<file path="src/rtl/display_scan_controller.sv">
// rtl/display_scan_controller.sv - 8-digit 7-seg scan controller with double-buffered frame
module display_scan_controller #(
  parameter int DWELL_CYCLES = 1000,
  parameter int ACK_TIMEOUT  = 16
) (
  input  logic        clk,
  input  logic        rst,
  input  logic        enable,
  input  logic [31:0] frame_hex,
  input  logic [7:0]  frame_dp,
  input  logic [7:0]  frame_blank,
  input  logic        update,
  input  logic        busy,
  output logic [15:0] data16,
  output logic        start,
  output logic        frame_done,
  output logic        timeout_err
);

  localparam int DW = (DWELL_CYCLES > 1) ? $clog2(DWELL_CYCLES) : 1;
  localparam int AW = $clog2(ACK_TIMEOUT);
  localparam logic [DW-1:0] DWELL_LOAD = DW'(DWELL_CYCLES - 1);
  localparam logic [AW-1:0] ACK_LAST   = AW'(ACK_TIMEOUT - 1);

  typedef enum logic [2:0] {IDLE, LOAD, SEND, ACK, SHIFT, DWELL} state_t;

  state_t        state;
  logic [2:0]    idx;
  logic [AW-1:0] ack_cnt;
  logic [DW-1:0] dwell_cnt;

  // Active buffer feeds the display; pending buffer collects updates between frames.
  logic [31:0] act_hex, pend_hex;
  logic [7:0]  act_dp, pend_dp;
  logic [7:0]  act_blank, pend_blank;
  logic        pend_flag;

  logic [3:0]  cur_hex;
  logic        cur_dp;
  logic        cur_blank;
  logic        frame_boundary;
  logic        do_copy;

  // Active-low segment pattern: bit0=a .. bit6=g, bit7=dp.
  function automatic logic [7:0] seg_encode(input logic [3:0] hex, input logic dp,
                                            input logic blank);
    logic [6:0] g;
    case (hex)
      4'h0:    g = 7'h40;
      4'h1:    g = 7'h79;
      4'h2:    g = 7'h24;
      4'h3:    g = 7'h30;
      4'h4:    g = 7'h19;
      4'h5:    g = 7'h12;
      4'h6:    g = 7'h02;
      4'h7:    g = 7'h78;
      4'h8:    g = 7'h00;
      4'h9:    g = 7'h10;
      4'hA:    g = 7'h08;
      4'hB:    g = 7'h03;
      4'hC:    g = 7'h46;
      4'hD:    g = 7'h21;
      4'hE:    g = 7'h06;
      default: g = 7'h0E;
    endcase
    seg_encode = blank ? 8'hFF : {~dp, g};
  endfunction

  assign cur_hex   = act_hex[{idx, 2'b00} +: 4];
  assign cur_dp    = act_dp[idx];
  assign cur_blank = act_blank[idx];

  // Frame boundaries are the only points where pending may replace the active frame.
  always_comb begin
    frame_boundary = 1'b0;
    if (state == IDLE && enable)
      frame_boundary = 1'b1;
    if (state == DWELL && dwell_cnt == '0 && idx == 3'd7)
      frame_boundary = 1'b1;
    do_copy = frame_boundary && pend_flag;
  end

  // Scan FSM, buffer management and registered outputs.
  always_ff @(posedge clk) begin
    if (rst) begin
      state       <= IDLE;
      idx         <= 3'd0;
      ack_cnt     <= '0;
      dwell_cnt   <= '0;
      data16      <= 16'hFFFF;
      start       <= 1'b0;
      frame_done  <= 1'b0;
      timeout_err <= 1'b0;
      act_hex     <= 32'h0;
      act_dp      <= 8'h00;
      act_blank   <= 8'hFF;
      pend_hex    <= 32'h0;
      pend_dp     <= 8'h00;
      pend_blank  <= 8'hFF;
      pend_flag   <= 1'b0;
    end else begin
      start      <= 1'b0;
      frame_done <= 1'b0;

      if (do_copy) begin
        act_hex   <= pend_hex;
        act_dp    <= pend_dp;
        act_blank <= pend_blank;
      end

      // An update coinciding with a copy lands in pending and keeps the flag set.
      if (update) begin
        pend_hex   <= frame_hex;
        pend_dp    <= frame_dp;
        pend_blank <= frame_blank;
        pend_flag  <= 1'b1;
      end else if (do_copy) begin
        pend_flag <= 1'b0;
      end

      case (state)
        IDLE: begin
          if (enable)
            state <= LOAD;
        end
        LOAD: begin
          data16 <= {seg_encode(cur_hex, cur_dp, cur_blank), ~(8'b1 << idx)};
          state  <= SEND;
        end
        SEND: begin
          if (!busy) begin
            start   <= 1'b1;
            ack_cnt <= '0;
            state   <= ACK;
          end
        end
        ACK: begin
          if (busy) begin
            state <= SHIFT;
          end else if (ack_cnt == ACK_LAST) begin
            timeout_err <= 1'b1;
            state       <= SEND;
          end else begin
            ack_cnt <= ack_cnt + 1'b1;
          end
        end
        SHIFT: begin
          if (!busy) begin
            dwell_cnt <= DWELL_LOAD;
            state     <= DWELL;
          end
        end
        DWELL: begin
          if (dwell_cnt == '0) begin
            if (idx == 3'd7) begin
              frame_done <= 1'b1;
              idx        <= 3'd0;
            end else begin
              idx <= idx + 3'd1;
            end
            state <= enable ? LOAD : IDLE;
          end else begin
            dwell_cnt <= dwell_cnt - 1'b1;
          end
        end
        default: state <= IDLE;
      endcase
    end
  end

endmodule
</file>
<file path="config.mk">
export PLATFORM = sky130hd
export DESIGN_NAME = display_scan_controller
export DESIGN_NICKNAME = d
export VERILOG_FILES = /design/src/rtl/display_scan_controller.sv
export SDC_FILE = /design/constraint.sdc
export NUM_CORES = 1
export LEC_CHECK = 0
export CAP_MARGIN = 20
export CORE_MARGIN = 4
export CORE_UTILIZATION = 23
export CTS_CLUSTER_DIAMETER = 120
export DETAILED_ROUTE_END_ITERATION = 10
export RECOVER_POWER = 50
export SYNTH_ARGS = -nofsm -noshare
export SYNTH_HDL_FRONTEND = slang
export SYNTH_SLANG_ARGS = --single-unit
</file>
<file path="constraint.sdc">
create_clock -name clk -period 3.15 [get_ports clk]
set_clock_uncertainty 0.15 [all_clocks]
set_input_delay 0.63 -clock clk [delete_from_list [all_inputs] [get_ports clk]]
set_output_delay 0.63 -clock clk [all_outputs]
set_load 0.03 [all_outputs]
</file>
==> results of run 1 <==
## registers in the layout, indices dropped and copies added (netlist names)
register and cells:
act_blank 8, act_hex 32, ack_cnt 4, frame_done 1
idx 3, act_dp 8, pend_dp 8, pend_blank 8
timeout_err 1, pend_hex 32, start 1, pend_flag 1
dwell_cnt 10, data16 16, state 3
## where the power goes
group	leakage, nW	total, W	switching, W	internal, W
Combinational	1.47	0.000409	0.000226	0.000183
Sequential	1.11	0.00185	0.0000561	0.00179
Clock	0.298	0.00207	0.000791	0.00127
## final cells by class
| type | count | share of cell area, % |
|---|---|---|
| inverter | 14 | 0.708 |
| clock buffer | 19 | 5.97 |
| multi-input combinational | 441 | 38.0 |
| tap | 324 | 5.46 |
| timing repair buffer | 83 | 10.9 |
| sequential | 136 | 36.7 |
| clock inverter | 13 | 2.28 |
## cell usage after synthesis (all sizes together) (4+ instances only)
library cell    n
a21oi          57
a221oi          5
buf            17
clkbuf         27
dfxtp         136
ha             14
inv            14
mux2i          58
mux4           12
nand2         121
nand3          21
nand4           7
nor2           62
nor3           13
nor3b           5
nor4            4
o21ai          19
xor2           10
## critical path, cell delays in order (launching register included)
cell	delay, ps
sky130_fd_sc_hd__dfxtp_1	420
sky130_fd_sc_hd__buf_12	190
sky130_fd_sc_hd__mux4_2	540
sky130_fd_sc_hd__mux2i_4	310
sky130_fd_sc_hd__inv_1	110
sky130_fd_sc_hd__ha_1	230
sky130_fd_sc_hd__mux2_1	300
sky130_fd_sc_hd__a221oi_1	330
sky130_fd_sc_hd__o21ai_1	90
## per-layer routing
metal | track usage (%) | vias up
met5 | 0 | -
met4 | 2.99 | 0
met3 | 3.22 | 16
met2 | 15.3 | 97
met1 | 14.1 | 2062
li1 | - | 2296
## logic make-up after synthesis
group / count (synthesis) / share of synthesized area [%]
simple gates: 249 / 18.9
flops: 136 / 47.0
compound gates: 96 / 9.54
mux: 72 / 15.7
buf+inv: 58 / 4.37
fa+ha+maj: 14 / 3.03
xor+xnor: 10 / 1.51
## cell usage in the layout (no fill, tap or decap), types with 4 or more instances in the layout
cell type | netlist | routed
sky130_fd_sc_hd__ha_1 | 14 | 14
sky130_fd_sc_hd__inv_1 | 13 | 13
sky130_fd_sc_hd__nor3_1 | 13 | 13
sky130_fd_sc_hd__nor2_1 | 62 | 62
sky130_fd_sc_hd__mux4_2 | 11 | 11
sky130_fd_sc_hd__mux2i_1 | 55 | 55
sky130_fd_sc_hd__nand3_1 | 21 | 21
sky130_fd_sc_hd__nor3b_1 | 5 | 5
sky130_fd_sc_hd__clkbuf_16 | 0 | 17
sky130_fd_sc_hd__buf_4 | 2 | 7
sky130_fd_sc_hd__nand4_1 | 7 | 7
sky130_fd_sc_hd__clkdlybuf4s50_1 | 0 | 66
sky130_fd_sc_hd__clkinv_4 | 0 | 4
sky130_fd_sc_hd__dfxtp_1 | 136 | 136
sky130_fd_sc_hd__a221oi_1 | 4 | 4
sky130_fd_sc_hd__xor2_1 | 10 | 10
sky130_fd_sc_hd__o21ai_0 | 13 | 14
sky130_fd_sc_hd__a21oi_1 | 57 | 57
sky130_fd_sc_hd__nand2_1 | 121 | 121
sky130_fd_sc_hd__o21ai_1 | 6 | 5
## final timing paths
| check | from | end | slack (ps) | cells past startpoint |
|---|---|---|---|---|
| hold / removal | pend_dp[2] | act_dp[2] | 300 | 2 |
| setup / recovery | idx[0] | data16[14] | 330 | 8 |
| setup reg to reg | idx[0] | data16[14] | 330 | 8 |
| hold reg to reg | pend_dp[2] | act_dp[2] | 300 | 2 |
## stage by stage
step,power [W],hold slack (ps),instances
4_1_cts,0.00439,304,1030
3_5_place_dp,0.00231,296,998
5_1_grt,0.00451,321,1030
3_3_place_gp,0.00230,291,998
2_1_floorplan,0.00214,281,635
6_report,0.00432,302,1030
==> results.txt, run 1 <==
* Count of mapped cells out of synthesis: 635
- The clock drives 136 sinks.
* Detail Placement HPWL: 9710 um
- Setup slack on the critical path of the routed design comes to 331 ps.
- The repair_antennas step left the layout with diodes totalling 0.
- The worst pin sits at a relative slew slack of -20.0%.
* Final count of pins violating max slew: 90
- The number of gates resized after CTS was 0.
- Buffers added on ports: 71
- In this run the top signal layer used is met4.
- TritonCTS buffer count: 17
- Die boundary height: 167 um
* Power density normalized to cell area: 583 nW/um^2
* Number of H-tree branching levels: 4
* Core footprint: approximately 25000 sq um
* Fill cells: approximately 2600
- Share of post-route cells with drive strength above 1: under 10%
- Buffer levels on the longest clock path: 2
* Critical path endpoint category: flop
* DIE AREA: 27800 sq um
* Max Cap Viol: 1
* Clock-pin slew reported for the worst setup and hold paths after clock tree synthesis: 60 ps
- Number of flip-flops and latches in the synthesized netlist: roughly 140
* Placed inst area: between 6000 and 7000 sq um
- Wire length per cell after detailed routing: 13.5 um
- Area of combinational cells with multiple inputs: 2820 sq um
* Distinct cells, synth: 49
- The number of antenna violations at the first check in global routing was 0.
- Final hold violations: 0
- The floorplan has 57 rows.
- Net count after synthesis: 702
- The finished cells cover around 7400 sq um.
* Sequential element share of the synthesized area: 47.0%
- The via count of the first global-routing pass is 4277.
* Ys Warns: 0
* Share of synthesized registers carrying an async set or reset: 0%
* Peak ir drop on the vdd network: 0.000272 V
- Counting flops with a built-in enable in the synthesized netlist gives 0.
- Number of vias per cell: 4.34
- After routing, the total negative slack on setup checks comes to 0 ps.
* Count of antenna-violating nets left after detailed routing: 0
* Number of optimization iterations in the first detailed-route pass: 4
- Total routing resource utilization after global routing: 10.2%
- Maximum achievable frequency: 355 MHz
* GPL Wtd Cong: 0.770
- Summed over all nets, wire length on met3 after detailed routing comes to between 600 and 700 um.
- Along the worst path, the maximum fanout reaches 14.
* Final #Nets: 760
* Setup Viol. Count Final: 0
- Number of design rule violations left after detail routing: 0
* Failing checks: max-capacitance violations, max-slew violations
* Final period utilization: about nine tenths
- The floorplan step set the die width to 167 um.
- Post-Syn Area: 5790 sq um
- For this configuration, the core starts out at a cell density of 23.6%.
* Setup Crit Path Kind: flop to flop
- Static power due to leakage: around 2.9 nW
- The synthesized design spends more area on one cell type than any other, namely sky130_fd_sc_hd__dfxtp_1.
* Worst hold path class: flop to flop
- GRT Residual Overflow: 0
- Outcome: finished, violations left
* Post-route core utilization: 30.2%
- The worst path needs about 2800 ps of the cycle, external delays included.
- STA classifies the critical path startpoint as a flop.
- Compared with the post-synthesis result, the final layout area differs by 28.2%.
- Count of boundary I/O pins: around 70
- Wire length of the first global-routing pass: 22800 um
* Count of buffers added by post-CTS timing repair for setup: 0
- Clock latency of the later-clocked register in the worst-skew pair: 430 ps
* Routed metal-1 wirelength: 6790 um
- Clock tree synthesis selected as its root buffer the cell sky130_fd_sc_hd__clkbuf_16.
- Worst Max-Slew Pin Slew: 1800 ps
- Entering global routing, the biggest net connects 90 pins.
- The final layout contains routed wiring with a total length of roughly 14000 um.
- By area the synthesized netlist is led by sky130_fd_sc_hd__dfxtp_1 47%, sky130_fd_sc_hd__mux2i_1 9.5%, sky130_fd_sc_hd__nand2_1 7.8%.
* Most used DFF post-synth: sky130_fd_sc_hd__dfxtp_1
* Clock tree from TritonCTS: done
* Average cell area after synthesis: 9.11 sq um
* Arrival time of the worst setup path: between 2000 and 3000 ps
* Hold-fix buffer count after cts: 0
* Total via count in the routed design: 4471
- Setup WS pre-CTS: 376 ps
* Critical path required time: roughly 3300 ps
* RSZ-0062 raised after global routing: false
- Storage element area: approximately 2700 sq um
- Met2 Wirelength: 6260 um
- DRC marker count from the first detailed-route iteration: 278
- Share of the synthesized area in the top cell type: approximately 47%
No activity file was read; power rests on OpenSTA's default activity.
==> run 2: changes to the inputs <==
CORE_UTILIZATION = 55   (was 23)
CTS_BUF_LIST = sky130_fd_sc_hd__clkbuf_8   (was not set)
PLACE_DENSITY = 0.79   (was not set)
==> results.txt, run 2 (synthesis results as in run 1) <==
- GPL Wtd Cong: 0.867 (+13%)
* DRC marker count from the first detailed-route iteration: 207 (-26%)
- The number of buffers inserted by post-CTS setup repair was 0 (unchanged).
* Final standard cell count with taps included and fillers excluded: 840 (-18%)
- The global-route congestion overflow total came to 0 (unchanged).
* Met2 demand-to-capacity share in global routing: 34.0% (+19 points)
- Count of antenna-violating nets left after detailed routing: 0 (unchanged)
- The clock-pin slew on the worst setup and hold paths was 80 ps (+20 ps).
* Buffer levels on the longest clock path: 2 (unchanged)
* Clock latency of the later-clocked register in the worst-skew pair: 430 ps (about the same)
- Placed cell count: 808 (-19%)
- Peak per-stage delay on the critical path: 600 ps (+60 ps)
- Row Count: 37 (-35%)
* Maximum achievable frequency: 351 MHz (-1.2%)
- The number of clock sinks was 136 (unchanged).
* Core footprint: 10300 sq um (-58%)
- The die height came to 111 um (-34%).
- Number of optimization iterations in the first detailed-route pass: 4 (unchanged)
- The number of pins with negative max-slew slack in the final report was 107 (+19%).
- Global-route met1 utilization: 25.3% (+11 points)
- Max-slew headroom: -35.9% (-16 points)
- The leakage power total came to 2.78 nW (-3.7%).
* Setup slack after layout: 297 ps (-33.7 ps)
- RSZ-0062 raised after global routing: false
- Via count of the first global-routing pass: 4570 (+6.9%)
* Worst hold path class: flop to flop
* Highest-delay cell along the critical path: sky130_fd_sc_hd__dfxtp_1
- The number of vias in the routed layout is 4557 (+1.9%).
* Critical path endpoint category: flop
- Most common cell after layout, fill and taps aside: sky130_fd_sc_hd__dfxtp_1
- The final routed DRC violation total was 0 (unchanged).
* DIE AREA: 12200 sq um (-56%)
- Failing checks: max-capacitance violations, max-slew violations
- Detail Placement HPWL: 8170 um (-16%)
- Outcome: finished, violations left
- Number of instances resized during post-cts repair: 0 (unchanged)
- The slack of the worst reg-to-reg path is 300 ps (-30 ps).
- The proportion of layout cells with a drive suffix above 1 is 8.66% (-0.26 points).
* Setup Viol. Count Final: 0 (unchanged)
- Bufs and invs on worst path: 1 (-1)
* Worst Max-Slew Pin Slew: 2040 ps (+238 ps)
* Type of origin of the critical path: flop
- Buffer type at the clock tree root: sky130_fd_sc_hd__clkbuf_8
- Final #Nets: 758 (-0.26%)
- The required time of the worst setup path is 3220 ps (-70 ps).
- The largest registers in the layout are act_hex (32), pend_hex (32), data16 (16).
- The number of top-level design ports was 72 (unchanged).
- Initial cell density of the core: 56.3% (+33 points)
* TritonCTS buffer count: 17 (unchanged)
- Antenna diode instance count: 0 (unchanged)
- Clock tree from TritonCTS: done
- The worst voltage drop across the vdd grid is 0.000438 V (+61%).
* Worst path top cell family by delay: simple AND/OR/NAND/NOR gates
* Hold-fix buffer count after cts: 0 (unchanged)
- The number of antenna violations at the first check in global routing is 0 (unchanged).
* Critical Path, Cell by Cell: buf_4 > ha_1 > ha_1 > and4b_1 > nand4_1 > a21bo_4 > nand2_1 > a21oi_1
- Final period utilization: 90.6% (+1.1 points)
- The count of max-cap constraint violations is 1 (unchanged).
- The first-pass GRT wire length is 20800 um (-8.6%).
- Relative to the synthesized area, the layout overhead comes to 20.2%.
- Final hold violations: 0 (unchanged)
- Setup WS pre-CTS: 269 ps (-108 ps)
- The post-layout minimum cycle time was 2850 ps (+33.7 ps).
- Power density normalized to cell area: 531 nW/um^2 (-8.9%)
- By startpoint and endpoint, the worst setup path is classified as flop to flop.
- Wire length per cell after detailed routing: 14.3 um (+6.1%)
- Number of vias per cell: 5.43 (+25%)
* Die W: 111 um (-34%)
- Maximum fanout along the worst path: 48 (+34)
* Arrival time of the worst setup path: 2920 ps (-40 ps)
- The count of input and output buffers was 71 (unchanged).
- Total routing resource utilization after global routing: 20.1% (+9.9 points)
- The met3 usage is 5.32% (+2.1 points).
* Total detailed-routing wirelength: 12000 um (-13%)
* Crit path top cell by count: sky130_fd_sc_hd__ha_1
* Largest net degree at the start of global routing: 107 (+19%)
- Leaving out fill and tap cells, the most frequent cells in the layout are 136 x sky130_fd_sc_hd__dfxtp_1, 121 x sky130_fd_sc_hd__nand2_1, 66 x sky130_fd_sc_hd__clkdlybuf4s50_1.
* Total Negative Setup Slacks: 0 ps (unchanged)
- Number of H-tree branching levels: 4 (unchanged)
* Grt peak-use layer: met2
## run 2: per-stage QoR
step	power, W	hold slack (ps)	util [%]	cell area (sq um)
finish	0.00369	303	67.7	6960
global route	0.00384	326	67.7	6960
CTS	0.00372	304	67.9	6980
detailed placement	0.00229	293	64.0	6570
global placement	0.00228	291	64.0	6570
floorplan	0.00214	281	-	5790
## run 2: routing by layer
metal,wire length [um],share of wire (%)
met1,5490,46
met2,5740,48
met3,657,5.5
met4,157,1.3
met5,0,0
## run 2: worst paths after layout
kind	depth (start not counted)	to	startpoint
worst max-delay path	8	act_hex[29]	idx[0]
worst min-delay path	2	act_dp[4]	pend_dp[4]
worst max register to register	8	act_hex[29]	idx[0]
worst min register to register	2	act_dp[4]	pend_dp[4]
## run 2: cell type report
cell class                      instances  area (sq um)
Fill cell                             848          3320
Multi-Input combinational cell        441          2830
Sequential cell                       136          2720
Timing Repair Buffer                   81           777
Clock buffer                           19           262
Tap cell                              136           170
Clock inverter                         13           144
Inverter                               14          52.6
## run 2: tightest hold or removal path: stages (launching register included)
cell and delay (ps):
sky130_fd_sc_hd__dfxtp_1 320, sky130_fd_sc_hd__nand2_1 50, sky130_fd_sc_hd__a21oi_1 50
## run 2: power by group
group	internal, W	leakage (nW)	total [W]	switching (W)
Combinational	0.000182	1.46	0.000402	0.000219
Sequential	0.00179	1.11	0.00185	0.0000565
Clock	0.000753	0.207	0.00145	0.000692
Total	0.00273	2.78	0.00369	0.000968
